==> config.mk <==
export PLATFORM = sky130hd
export DESIGN_NAME = game_seq_ctrl_flat
export DESIGN_NICKNAME = d
export VERILOG_FILES = /design/src/rtl/game_seq_ctrl_if.sv /design/src/rtl/game_seq_ctrl.sv /design/src/flat_wrapper.sv
export SDC_FILE = /design/constraint.sdc
export NUM_CORES = 1
export LEC_CHECK = 0
export CORE_ASPECT_RATIO = 1.75
export CORE_MARGIN = 2
export CORE_UTILIZATION = 49
export DETAILED_ROUTE_END_ITERATION = 10
export PLACE_DENSITY_LB_ADDON = 0.12
export SYNTH_ARGS = -nofsm -noshare
export SYNTH_HDL_FRONTEND = slang
export SYNTH_SLANG_ARGS = --single-unit
==> constraint.sdc <==
create_clock -name i_Clk -period 2.3 [get_ports i_Clk]
set_clock_uncertainty 0.1 [all_clocks]
set_input_delay 0.46 -clock i_Clk [delete_from_list [all_inputs] [get_ports i_Clk]]
set_output_delay 0.46 -clock i_Clk [all_outputs]
set_load 0.05 [all_outputs]
==> src/rtl/game_seq_ctrl_if.sv <==
// rtl/game_seq_ctrl_if.sv - board/bird/pipe signal bundle for the game sequencer
//
// Groups the per-frame game inputs and the sequencer outputs.
// master: drives the game inputs and observes the outputs (board/bench side).
// slave : the sequencer itself.
//   i_Button       raw player button (asynchronous)
//   i_Frame_Start  one-cycle pulse per VGA frame
//   i_Bird_Dead    pulse, bird left the screen
//   i_Collide      level, bird overlaps a pipe
//   i_Pipe_Passed  one-cycle pulse, bird cleared a pipe
//   o_Start / o_Bounce / o_Bird_Reset  one-cycle control pulses
//   o_Pipe_En      level, pipes scroll
//   o_Score / o_High_Score  score counters
//   o_State        phase encoding
//   o_Game_Over    level, high in OVER
interface game_seq_ctrl_if #(
    parameter int SCORE_W = 10
);
    logic               i_Button;
    logic               i_Frame_Start;
    logic               i_Bird_Dead;
    logic               i_Collide;
    logic               i_Pipe_Passed;
    logic               o_Start;
    logic               o_Bounce;
    logic               o_Bird_Reset;
    logic               o_Pipe_En;
    logic [SCORE_W-1:0] o_Score;
    logic [SCORE_W-1:0] o_High_Score;
    logic [1:0]         o_State;
    logic               o_Game_Over;

    modport master (
        output i_Button, i_Frame_Start, i_Bird_Dead, i_Collide, i_Pipe_Passed,
        input  o_Start, o_Bounce, o_Bird_Reset, o_Pipe_En,
        input  o_Score, o_High_Score, o_State, o_Game_Over
    );

    modport slave (
        input  i_Button, i_Frame_Start, i_Bird_Dead, i_Collide, i_Pipe_Passed,
        output o_Start, o_Bounce, o_Bird_Reset, o_Pipe_En,
        output o_Score, o_High_Score, o_State, o_Game_Over
    );
endinterface

==> src/rtl/game_seq_ctrl.sv <==
// rtl/game_seq_ctrl.sv - Flappy Bird game phase sequencer
//
// Owns the player button (synchronise, edge-detect, lockout) and the game
// phase IDLE -> PLAY -> DYING -> OVER -> IDLE. Generates start/bounce/reset
// pulses for the bird, pipe enable, score and optional high score.
// Ports:
//   i_Clk    pixel clock
//   i_Reset  asynchronous, active-high reset
//   bus      game_seq_ctrl_if.slave (game inputs, control/score outputs)
// Optional feature macro: GAME_SEQ_HIGH_SCORE_EN builds the high-score
// register; without it o_High_Score is tied to 0.
module game_seq_ctrl #(
    parameter int SCORE_W         = 10,
    parameter int DEBOUNCE_CYCLES = 250000,
    parameter int DEATH_FRAMES    = 60
) (
    input  logic           i_Clk,
    input  logic           i_Reset,
    game_seq_ctrl_if.slave bus
);
    localparam int LOCK_W  = (DEBOUNCE_CYCLES > 1) ? $clog2(DEBOUNCE_CYCLES) : 1;
    localparam int FRAME_W = $clog2(DEATH_FRAMES + 1);
    localparam logic [LOCK_W-1:0]  LOCK_LOAD = LOCK_W'(DEBOUNCE_CYCLES - 1);
    localparam logic [FRAME_W-1:0] FRAME_END = FRAME_W'(DEATH_FRAMES);
    localparam logic [SCORE_W-1:0] SCORE_MAX = '1;

    typedef enum logic [1:0] {
        ST_IDLE  = 2'd0,
        ST_PLAY  = 2'd1,
        ST_DYING = 2'd2,
        ST_OVER  = 2'd3
    } state_t;

    // Button path registers
    logic              sync1_q, sync2_q;
    logic              vld1_q, vld2_q;
    logic              prev_q, prev_d;
    logic [LOCK_W-1:0] lock_q, lock_d;
    logic              press_q, press_d;
    logic              rise;

    // Game registers
    state_t             state_q, state_d;
    logic [SCORE_W-1:0] score_q, score_d;
    logic [FRAME_W-1:0] frame_q, frame_d;
    logic               start_q, start_d;
    logic               bounce_q, bounce_d;
    logic               brst_q, brst_d;
    logic               death;
`ifdef GAME_SEQ_HIGH_SCORE_EN
    logic [SCORE_W-1:0] high_q, high_d;
`endif

    // The synchronizer stages come out of reset at 0 while prev_q starts at 1.
    // vld1_q/vld2_q mark when sync2_q holds a real button sample; until then
    // prev_q is frozen at 1, so a button held through reset never looks like
    // a rising edge and must be released and pressed again.
    always_comb begin
        rise    = vld2_q & sync2_q & ~prev_q;
        prev_d  = vld2_q ? sync2_q : prev_q;
        press_d = 1'b0;
        lock_d  = lock_q;
        if (rise && (lock_q == '0)) begin
            press_d = 1'b1;
            lock_d  = LOCK_LOAD;
        end else if (lock_q != '0) begin
            lock_d = lock_q - LOCK_W'(1);
        end
    end

    always_ff @(posedge i_Clk or posedge i_Reset) begin
        if (i_Reset) begin
            sync1_q <= 1'b0;
            sync2_q <= 1'b0;
            vld1_q  <= 1'b0;
            vld2_q  <= 1'b0;
            prev_q  <= 1'b1;
            lock_q  <= '0;
            press_q <= 1'b0;
        end else begin
            sync1_q <= bus.i_Button;
            sync2_q <= sync1_q;
            vld1_q  <= 1'b1;
            vld2_q  <= vld1_q;
            prev_q  <= prev_d;
            lock_q  <= lock_d;
            press_q <= press_d;
        end
    end

    always_comb begin
        state_d  = state_q;
        score_d  = score_q;
        frame_d  = frame_q;
        start_d  = 1'b0;
        bounce_d = 1'b0;
        brst_d   = 1'b0;
        death    = bus.i_Bird_Dead | bus.i_Collide;
`ifdef GAME_SEQ_HIGH_SCORE_EN
        high_d   = high_q;
`endif
        case (state_q)
            ST_IDLE: begin
                if (press_q) begin
                    start_d = 1'b1;
                    score_d = '0;
                    state_d = ST_PLAY;
                end
            end
            ST_PLAY: begin
                // Death wins over a same-cycle pipe pass and flap.
                if (death) begin
                    state_d = ST_DYING;
                    frame_d = '0;
                end else begin
                    bounce_d = press_q;
                    if (bus.i_Pipe_Passed && (score_q != SCORE_MAX)) begin
                        score_d = score_q + SCORE_W'(1);
                    end
                end
            end
            ST_DYING: begin
                if (bus.i_Frame_Start) begin
                    frame_d = frame_q + FRAME_W'(1);
                    if (frame_d == FRAME_END) begin
                        state_d = ST_OVER;
`ifdef GAME_SEQ_HIGH_SCORE_EN
                        if (score_q > high_q) begin
                            high_d = score_q;
                        end
`endif
                    end
                end
            end
            ST_OVER: begin
                if (press_q) begin
                    brst_d  = 1'b1;
                    state_d = ST_IDLE;
                end
            end
            default: state_d = ST_IDLE;
        endcase
    end

    always_ff @(posedge i_Clk or posedge i_Reset) begin
        if (i_Reset) begin
            state_q  <= ST_IDLE;
            score_q  <= '0;
            frame_q  <= '0;
            start_q  <= 1'b0;
            bounce_q <= 1'b0;
            brst_q   <= 1'b0;
        end else begin
            state_q  <= state_d;
            score_q  <= score_d;
            frame_q  <= frame_d;
            start_q  <= start_d;
            bounce_q <= bounce_d;
            brst_q   <= brst_d;
        end
    end

`ifdef GAME_SEQ_HIGH_SCORE_EN
    always_ff @(posedge i_Clk or posedge i_Reset) begin
        if (i_Reset) begin
            high_q <= '0;
        end else begin
            high_q <= high_d;
        end
    end
    assign bus.o_High_Score = high_q;
`else
    assign bus.o_High_Score = '0;
`endif

    assign bus.o_Start      = start_q;
    assign bus.o_Bounce     = bounce_q;
    assign bus.o_Bird_Reset = brst_q;
    assign bus.o_Pipe_En    = (state_q == ST_PLAY);
    assign bus.o_Game_Over  = (state_q == ST_OVER);
    assign bus.o_Score      = score_q;
    assign bus.o_State      = state_q;
endmodule

==> src/flat_wrapper.sv <==
// flat-port wrapper written by rule: the top's interface ports become plain ports
module game_seq_ctrl_flat 
#(
    parameter int SCORE_W         = 10,
    parameter int DEBOUNCE_CYCLES = 250000,
    parameter int DEATH_FRAMES    = 60
)
  (i_Clk, i_Reset, bus_i_Button, bus_i_Frame_Start, bus_i_Bird_Dead, bus_i_Collide, bus_i_Pipe_Passed, bus_o_Start, bus_o_Bounce, bus_o_Bird_Reset, bus_o_Pipe_En, bus_o_Score, bus_o_High_Score, bus_o_State, bus_o_Game_Over);
  game_seq_ctrl_if #(.SCORE_W(SCORE_W)) bus_i ();
  input  logic i_Clk;
  input  logic i_Reset;
  input wire logic [$bits(bus_i.i_Button)-1:0] bus_i_Button;
  input wire logic [$bits(bus_i.i_Frame_Start)-1:0] bus_i_Frame_Start;
  input wire logic [$bits(bus_i.i_Bird_Dead)-1:0] bus_i_Bird_Dead;
  input wire logic [$bits(bus_i.i_Collide)-1:0] bus_i_Collide;
  input wire logic [$bits(bus_i.i_Pipe_Passed)-1:0] bus_i_Pipe_Passed;
  output wire logic [$bits(bus_i.o_Start)-1:0] bus_o_Start;
  output wire logic [$bits(bus_i.o_Bounce)-1:0] bus_o_Bounce;
  output wire logic [$bits(bus_i.o_Bird_Reset)-1:0] bus_o_Bird_Reset;
  output wire logic [$bits(bus_i.o_Pipe_En)-1:0] bus_o_Pipe_En;
  output wire logic [$bits(bus_i.o_Score)-1:0] bus_o_Score;
  output wire logic [$bits(bus_i.o_High_Score)-1:0] bus_o_High_Score;
  output wire logic [$bits(bus_i.o_State)-1:0] bus_o_State;
  output wire logic [$bits(bus_i.o_Game_Over)-1:0] bus_o_Game_Over;
  assign bus_i.i_Button = bus_i_Button;
  assign bus_i.i_Frame_Start = bus_i_Frame_Start;
  assign bus_i.i_Bird_Dead = bus_i_Bird_Dead;
  assign bus_i.i_Collide = bus_i_Collide;
  assign bus_i.i_Pipe_Passed = bus_i_Pipe_Passed;
  assign bus_o_Start = bus_i.o_Start;
  assign bus_o_Bounce = bus_i.o_Bounce;
  assign bus_o_Bird_Reset = bus_i.o_Bird_Reset;
  assign bus_o_Pipe_En = bus_i.o_Pipe_En;
  assign bus_o_Score = bus_i.o_Score;
  assign bus_o_High_Score = bus_i.o_High_Score;
  assign bus_o_State = bus_i.o_State;
  assign bus_o_Game_Over = bus_i.o_Game_Over;
  game_seq_ctrl #(.SCORE_W(SCORE_W), .DEBOUNCE_CYCLES(DEBOUNCE_CYCLES), .DEATH_FRAMES(DEATH_FRAMES)) u_core (.i_Clk(i_Clk), .i_Reset(i_Reset), .bus(bus_i));
endmodule
Word-level counts from Yosys, hierarchy flattened. Cells that the tools add are included.

Bits in read-only memories: 0. Output and inout bits: 27. Bits in registers: 45. Memory bits (writable): 0. Memories: 0. Latch bits: 0. Input port bits: 7. Word-level logic and storage cells: 64.

Multiplexer cells: 21. Magnitude comparators: 0. $mul: 0. $add $sub $neg: 3. Div/mod/pow operators: 0. Equality and inequality tests: 12. Shift operators: 0. Reductions and logical operators: 11. Bitwise logic cells: 4.

Operators with widths (count): $mux 18 (2); $mux 10 (3); $pmux 10 s2 (1); $logic_not 18->1 (1); $reduce_bool 18->1 (1); $sub 18x1->18 const B (1); $mux 6 (2); $pmux 6 s2 (1); $add 10x1->10 const B (1); $mux 2 (5); $ne 10x10->1 const B (1); $ne 2x1->1 const B (5); $pmux 2 s4 (1); $add 6x1->6 const B (1); $eq 6x6->1 const B (1); $mux 1 (6); $reduce_bool 2->1 (3); $reduce_and 5->1 (1); $eq 2x2->1 const B (2); $ne 2x2->1 const B (2); $reduce_and 4->1 (1); $reduce_and 3->1 (1); $and 1x1->1 (2); $eq 2x1->1 const B (1); other kinds (4) (5).

Depth between registers and ports, before layout. Gate-level depths: netlist of the first run.

Depth in word-level cells: 5. Depth in mapped cells: 8. Mapped depth without buffers: 6.

Least setup slack after synthesis of the first run. Ideal clock, no wire load.

Path type: reg2reg. Start point: register u_core.state_q[0], in the netlist u_core.bus.o_State[0]. End point: register u_core.score_q[5], in the netlist u_core.bus.o_Score[5]. Period minus slack after synthesis: 2.671 ns. Required time: 2.090 ns. Path slack: -0.371 ns. Stages on the path, launching flop included: 7. Buffers on the path: 1. Setup time: 0.110 ns. Data arrival time: 2.461 ns. Cells stage by stage: dfrtp_1 > ha_1 > nor3b_1 > nand3_1 > or2_2 > clkbuf_1 > o41ai_1.

Word-level cells in the longest chain between the ends: 3. Elaborated cells between the ends (all ways): 8. Those cells by class: eq/ne: 4; mux: 1; reduce/logical: 3.

RTL lines: from (decl) (line game_seq_ctrl.sv:43) `state_t state_q, state_d;`; from (signal assigned) (line game_seq_ctrl.sv:154) `state_q <= state_d;`; $eq 2x1->1 (*); net bus_o_Pipe_En (line flat_wrapper.sv:20) `output wire logic [$bits(bus_i.o_Pipe_En)-1:0] bus_o_Pipe_En;`; $ne 2x2->1 (no line), or another cell as far along; $reduce_and 4->1 (no line); to (signal assigned) (line game_seq_ctrl.sv:155) `score_q <= score_d;`; to (decl) (line game_seq_ctrl.sv:44) `logic [SCORE_W-1:0] score_q, score_d;`.

The timed path passes the listed nets; every way through them passes the cells marked *. A chain may end at the register's enable or synchronous reset.

Final worst setup path of the first run.
Start point: register u_core.score_q[3], in the netlist u_core.bus.o_Score[3]. End point: output port bus_o_Score[3].

RTL lines: to (decl) (line flat_wrapper.sv:21) `output wire logic [$bits(bus_i.o_Score)-1:0] bus_o_Score;`.

No word-level cell between the ends.

==> results of run 1 <==
-- report_power, final --
part	total [mW]	switching [mW]	internal, mW
clock network	0.611	0.286	0.325
logic	1.19	0.704	0.482
registers	1.26	0.268	0.991
total	3.06	1.26	1.80
-- sequential cells by signal, indices dropped and copies added, names as in the netlist, 2 cells and up --
signal,flops
u_core.frame_q,6
u_core.bus.o_State,2
u_core.lock_q,18
u_core.bus.o_Score,10
-- path summary, 6_finish.rpt --
kind,slack [ns],start,cells after the start,to
max,0.12,u_core.bus.o_Score[3],1,bus_o_Score[3]
min,0.25,u_core.sync1_q,0,u_core.sync2_q
max reg2reg,0.18,u_core.lock_q[3],4,u_core.lock_q[14]
min reg2reg,0.25,u_core.sync1_q,0,u_core.sync2_q
max in group asynchronous,1.23,i_Reset,3,u_core.bus.o_State[0]
min in group asynchronous,0.35,i_Reset,2,u_core.sync2_q
-- cell type report --
type                       instances  area, um^2
multi-input combinational        177        1170
clock buffer                       5        68.8
clock inverter                     3        46.3
fill                             443        1890
tap                               52        65.1
sequential                        45        1130
timing repair buffer              31         298
inverter                           9        33.8
-- layout by cell type (no fill, tap or decap), types with 4 or more instances in the layout --
master	synthesis	layout
dfrtp_1	44	42
o21ai_0	21	21
clkdlybuf4s50_1	0	21
nand2_1	13	13
o31ai_1	13	13
nor2_1	12	12
conb_1	2	11
nand3_1	9	9
buf_4	10	9
inv_1	9	8
and2_1	7	7
nor3_1	6	6
o41ai_1	6	6
ha_1	7	6
nand4_1	5	5
nand2b_1	5	5
or2_2	5	5
nor4_1	5	5
xnor2_1	5	5
clkbuf_8	0	5
or4_1	4	4
o21a_1	4	4
or3_1	4	4
-- per-stage QoR --
step                power [mW]  worst slack [ns]  cell area (um^2)  utilization  hold slack, ns
detailed placement        2.46             0.103              2700        0.573           0.235
CTS                       3.08             0.106              2810        0.598           0.257
global route              3.27            0.0697              2810        0.598           0.271
floorplan                 2.13             0.125              2440            -           0.231
global placement          2.44             0.162              2700        0.573           0.231
finish                    3.06             0.119              2810        0.598           0.254
-- worst reg2reg max path, stage by stage (launching register included) --
cell     delay (ns)
dfrtp_1        0.47
nor4_4         0.49
nand2_4        0.12
or4_1          0.51
mux2_1         0.33
-- kinds of logic after synthesis --
family,Yosys count,share of synthesized area
AO/OA/AOI/OAI,62,0.177
multiplexers,5,0.0230
other,2,0.00314
adder cells (fa/ha/maj),7,0.0366
AND/OR/NAND/NOR,85,0.203
flip-flops,45,0.472
XOR/XNOR,7,0.0257
buffers and inverters,28,0.0597
-- metal layers --
| layer | vias to the layer above | part of all wire | routed length, um | track usage |
|---|---|---|---|---|
| met5 | - | 0 | 0 | 0 |
| met4 | 0 | 0.027 | 136 | 0.107 |
| met3 | 11 | 0.028 | 142 | 0.0306 |
| met2 | 33 | 0.53 | 2650 | 0.365 |
| met1 | 923 | 0.42 | 2100 | 0.230 |
| li1 | 917 | - | - | - |
==> metrics.md, run 1 <==
| Metric | Value |
|---|---|
| Largest net degree at the start of global routing | 31 |
| I/O Pins | 34 |
| Max clock buf depth | 2 |
| Post-synth top cells | 44 x dfrtp_1, 21 x o21ai_0, 13 x nand2_1, 13 x o31ai_1, 12 x nor2_1 |
| Area contributors post-synth | dfrtp_1 46%, o21ai_0 4.4%, o31ai_1 4.1% |
| Worst path cell trace | clkdlybuf4s50_1 |
| Family with the most delay on the worst path | buffers and inverters |
| First-pass GRT wire length | about 8.7 mm |
| Vias/cell | between 5 and 6 |
| Post-CTS setup-driven buffer insertion count | 0 |
| Synth Area per Inst | slightly below 10 um^2 |
| Initial Util | 0.508 |
| Via Count | 1884 |
| Initial antenna violation count | 0 |
| Most frequent cell after synthesis | dfrtp_1 |
| RePlAce Congestion | approximately 0.86 |
| Wirelength, routed | approximately 5 mm |
| HP Class | flop to flop |
| Crit Path Max Fanout | 7 |
| Yosys reg bits | 45 |
| CP bufs+invs | 1 |
| Max stage delay on crit path | roughly 0.85 ns |
| Number of global-route vias before repair | approximately 1800 |
| Ys async rst share | 1.00 |
| Die area | between 0.005 and 0.006 mm^2 |
| Post-DP HPWL | about 3.7 mm |
| Overflow after GRT | 0 |
| Yosys cell types | 47 |
| Ratio of cells with drive above 1 in the final layout | 0.133 |
| Sequential share of the synthesized area | 0.472 |
| Tmin final | approximately 2.2 ns |
| RSZ-0062 raised after global routing | false |
| Pins over their slew limit | 0 |
| Area leader, netlist | dfrtp_1 |
| Area of the core | between 0.004 and 0.005 mm^2 |
| Synthesized instance count | 241 |
| YS warnings | 0 |
| Outcome | finished clean |
| CTS root buffer | clkbuf_8 |
| Final hold vios | 0 |
| Layout Cells excl Fill | 322 |
| Cell area after synthesis | approximately 0.0024 mm^2 |
| Period utilisation layout | 0.948 |
| Setup CP Type | flop to output port |
| Clock buffer count from CTS | 5 |
| Htree depth | 2 |
| DR iter-0 viols | 81 |
| I/O Buffers | 23 |
| Number of gates resized after cts | 0 |
| Fmax | 458 MHz |
| Setup TNS | 0 ns |
| Number of nets in the layout | between 200 and 300 |
| Worst EP arrival | around 1.6 ns |
| Max-cap viol count | 0 |
| Peak supply drop | ~0.00077 V |
| Pre-antenna DRT Iters | 4 |
| Startpoint types | flop |
| Inst Count DP | 314 |
| Slew margin rel. | 0.604 |
| Post-synth EDFFs | 0 |
| Worst path slowest cell | clkdlybuf4s50_1 |
| Clock Sinks | 45 |
| Top_reg_cell synth | dfrtp_1 |
| CTS hold repair buffers | 0 |
| WP data required | roughly 1.7 ns |
| Top cell type's share of synthesized area | 0.461 |
| Clk_lat worst skew | about 0.30 ns |
| Clock transition at the registers of the reported paths | 0.09 ns |
| LEAKAGE | between 1 and 1.5 nW |
| Pwr/cell area | roughly 1100 mW/mm^2 |
| Die W | roughly 57 um |
| Tot GR Track Use | 0.203 |
| Post-route DRC | 0 |
| Final Setup Violations | 0 |
| Measured slew at the worst slew-check pin | around 0.59 ns |
| CTS tree | built |
| Area growth, synth to finish | 17.7% |
| N_diodes | 0 |
| Die height | 96.4 um |
| WL/cell | between 15 and 20 um |
| CP Capture Type | output port |
| Cell Rows | 33 |
| Final ANT Viol Nets | 0 |
Note: power is estimated with default switching activity, not from simulation.
==> run 2: changes to the inputs <==
--- a/config.mk
+++ b/config.mk
@@ -8,6 +8,7 @@
 export CORE_ASPECT_RATIO = 1.75
 export CORE_MARGIN = 2
 export CORE_UTILIZATION = 49
+export CTS_BUF_LIST = sky130_fd_sc_hd__clkbuf_16
 export DETAILED_ROUTE_END_ITERATION = 10
 export PLACE_DENSITY_LB_ADDON = 0.12
 export SYNTH_ARGS = -nofsm -noshare
==> run 2 against run 1 <==
Net effect:
- first-iteration DRC count increased by 7.4%
- sequential power about the same
- non-clock buffer count unchanged
- highest routed layer unchanged
- clock power increased by 34%
- largest cell class unchanged
- clock-buffer cell count unchanged
- final area increased by 2.0%
- setup slack improved by 0.012 ns
- core utilization increased by 1.2 points
- sequential share of layout area decreased by 0.79 points
==> metrics.md, run 2 (same netlist as run 1, synthesis figures left out) <==
| Metric | Value |
|---|---|
| Outcome | finished clean |
| Htree depth | 2 |
| Number of gates resized after cts | 0 |
| RSZ-0062 raised after global routing | false |
| Final hold vios | 0 |
| CP Capture Type | output port |
| Tot GR Track Use | 0.203 |
| Hold Slack | between 0.2 and 0.25 ns |
| CTS hold repair buffers | 0 |
| Pwr/cell area | roughly 1100 mW/mm^2 |
| Initial Util | 0.508 |
| Number of cells on the critical path | 1 |
| Pre-antenna DRT Iters | 4 |
| WP data required | roughly 1.7 ns |
| Family with the most delay on the worst path | buffers and inverters |
| Via Count | 1891 |
| Largest register by flop count | u_core.lock_q |
| Number of nets in the layout | approximately 280 |
| Wirelength, routed | 5.03 mm |
| Post-route DRC | 0 |
| Final ANT Viol Nets | 0 |
| HP Class | flop to flop |
| Post-CTS setup-driven buffer insertion count | 0 |
| Clock transition at the registers of the reported paths | 0.06 ns |
| CTS root buffer | clkbuf_16 |
| Fmax | ~460 MHz |
| Worst path cell trace | clkdlybuf4s50_1 |
| Slew margin rel. | 0.604 |
| Post-DP HPWL | around 3.7 mm |
| DR iter-0 viols | slightly below 90 |
| Overflow after GRT | 0 |
| Number of global-route vias before repair | between 1500 and 2000 |
| Measured slew at the worst slew-check pin | slightly below 0.6 ns |
| Die area | 0.00547 mm^2 |
| Largest net degree at the start of global routing | 31 |
| Startpoint types | flop |
| Area growth, synth to finish | 20.1% |
| Worst Slack Setup Final | 0.131 ns |
| Period utilisation layout | 0.943 |
| N_diodes | 0 |
| Commonest cells after routing, fill and taps aside | 42 x dfrtp_1, 21 x o21ai_0, 21 x clkdlybuf4s50_1 |
| RePlAce Congestion | 0.858 |
| Worst EP arrival | around 1.6 ns |
| Tmin final | between 2 and 2.5 ns |
| Die W | approximately 57 um |
| Area of the core | 0.00471 mm^2 |
| Commonest non-fill, non-tap cell in the layout | dfrtp_1 |
| Total power | roughly 3.3 mW |
| Max-cap viol count | 0 |
| Hold Path Depth | 0 |
| Clock buffer count from CTS | 5 |
| Peak supply drop | between 0.0007 and 0.0008 V |
| I/O Pins | 34 |
| Vias/cell | between 5 and 6 |
| Setup TNS | 0 ns |
| Max reg flops | 18 |
| Clk_lat worst skew | roughly 0.28 ns |
| Core Util, Final | 0.610 |
| Max stage delay on crit path | between 0.8 and 0.9 ns |
| Initial antenna violation count | 0 |
| CTS tree | built |
| Worst path slowest cell | clkdlybuf4s50_1 |
| LEAKAGE | 1.20 nW |
| I/O Buffers | 23 |
| Cell Rows | 33 |
| Final Setup Violations | 0 |
| Ratio of cells with drive above 1 in the final layout | 0.133 |
| Pre-CTS WS | a little over 0.1 ns |
| Die height | between 90 and 100 um |
| Pins over their slew limit | 0 |
| Clock Sinks | 45 |
| CP bufs+invs | 1 |
| Setup CP Type | flop to output port |
| FF-to-FF path depth | 4 |
| WL/cell | 15.6 um |
| First-pass GRT wire length | approximately 8.7 mm |
| Crit Path Max Fanout | 7 |
| Max clock buf depth | 2 |
[run 2: final timing paths]
| path | startpoint | end | slack [ns] |
|---|---|---|---|
| max reg2reg | u_core.lock_q[3] | u_core.lock_q[14] | 0.17 |
| max | u_core.bus.o_Score[3] | bus_o_Score[3] | 0.13 |
| min reg2reg | u_core.sync1_q | u_core.sync2_q | 0.25 |
| max in group asynchronous | i_Reset | u_core.bus.o_State[0] | 1.21 |
| min | u_core.sync1_q | u_core.sync2_q | 0.25 |
| min in group asynchronous | i_Reset | u_core.sync2_q | 0.38 |
[run 2: power breakdown]
part / internal [mW] / switching (mW) / leakage, nW
combinational: 0.482 / 0.706 / 0.546
sequential: 0.993 / 0.269 / 0.576
clock: 0.514 / 0.303 / 0.0800
[run 2: area by class of cell]
type / instances / area [um^2]
Multi-Input combinational cell: 177 / 1170
Tap cell: 52 / 65.1
Sequential cell: 45 / 1130
Clock inverter: 3 / 46.3
Timing Repair Buffer: 31 / 298
Inverter: 9 / 33.8
Clock buffer: 5 / 125
Fill cell: 432 / 1840
[run 2: through the flow]
| step | cells | instance area (um^2) |
|---|---|---|
| 6_report | 322 | 2870 |
| 5_1_grt | 322 | 2870 |
| 2_1_floorplan | 250 | 2440 |
| 3_3_place_gp | 314 | 2700 |
| 4_1_cts | 322 | 2870 |
| 3_5_place_dp | 314 | 2700 |
[run 2: per-layer routing]
metal / up-vias / routed length (um) / global-route usage
li1: 917 / - / -
met1: 910 / 2070 / 0.231
met3: 15 / 163 / 0.0320
met2: 49 / 2620 / 0.362
met4: 0 / 173 / 0.110
met5: - / 0 / 0
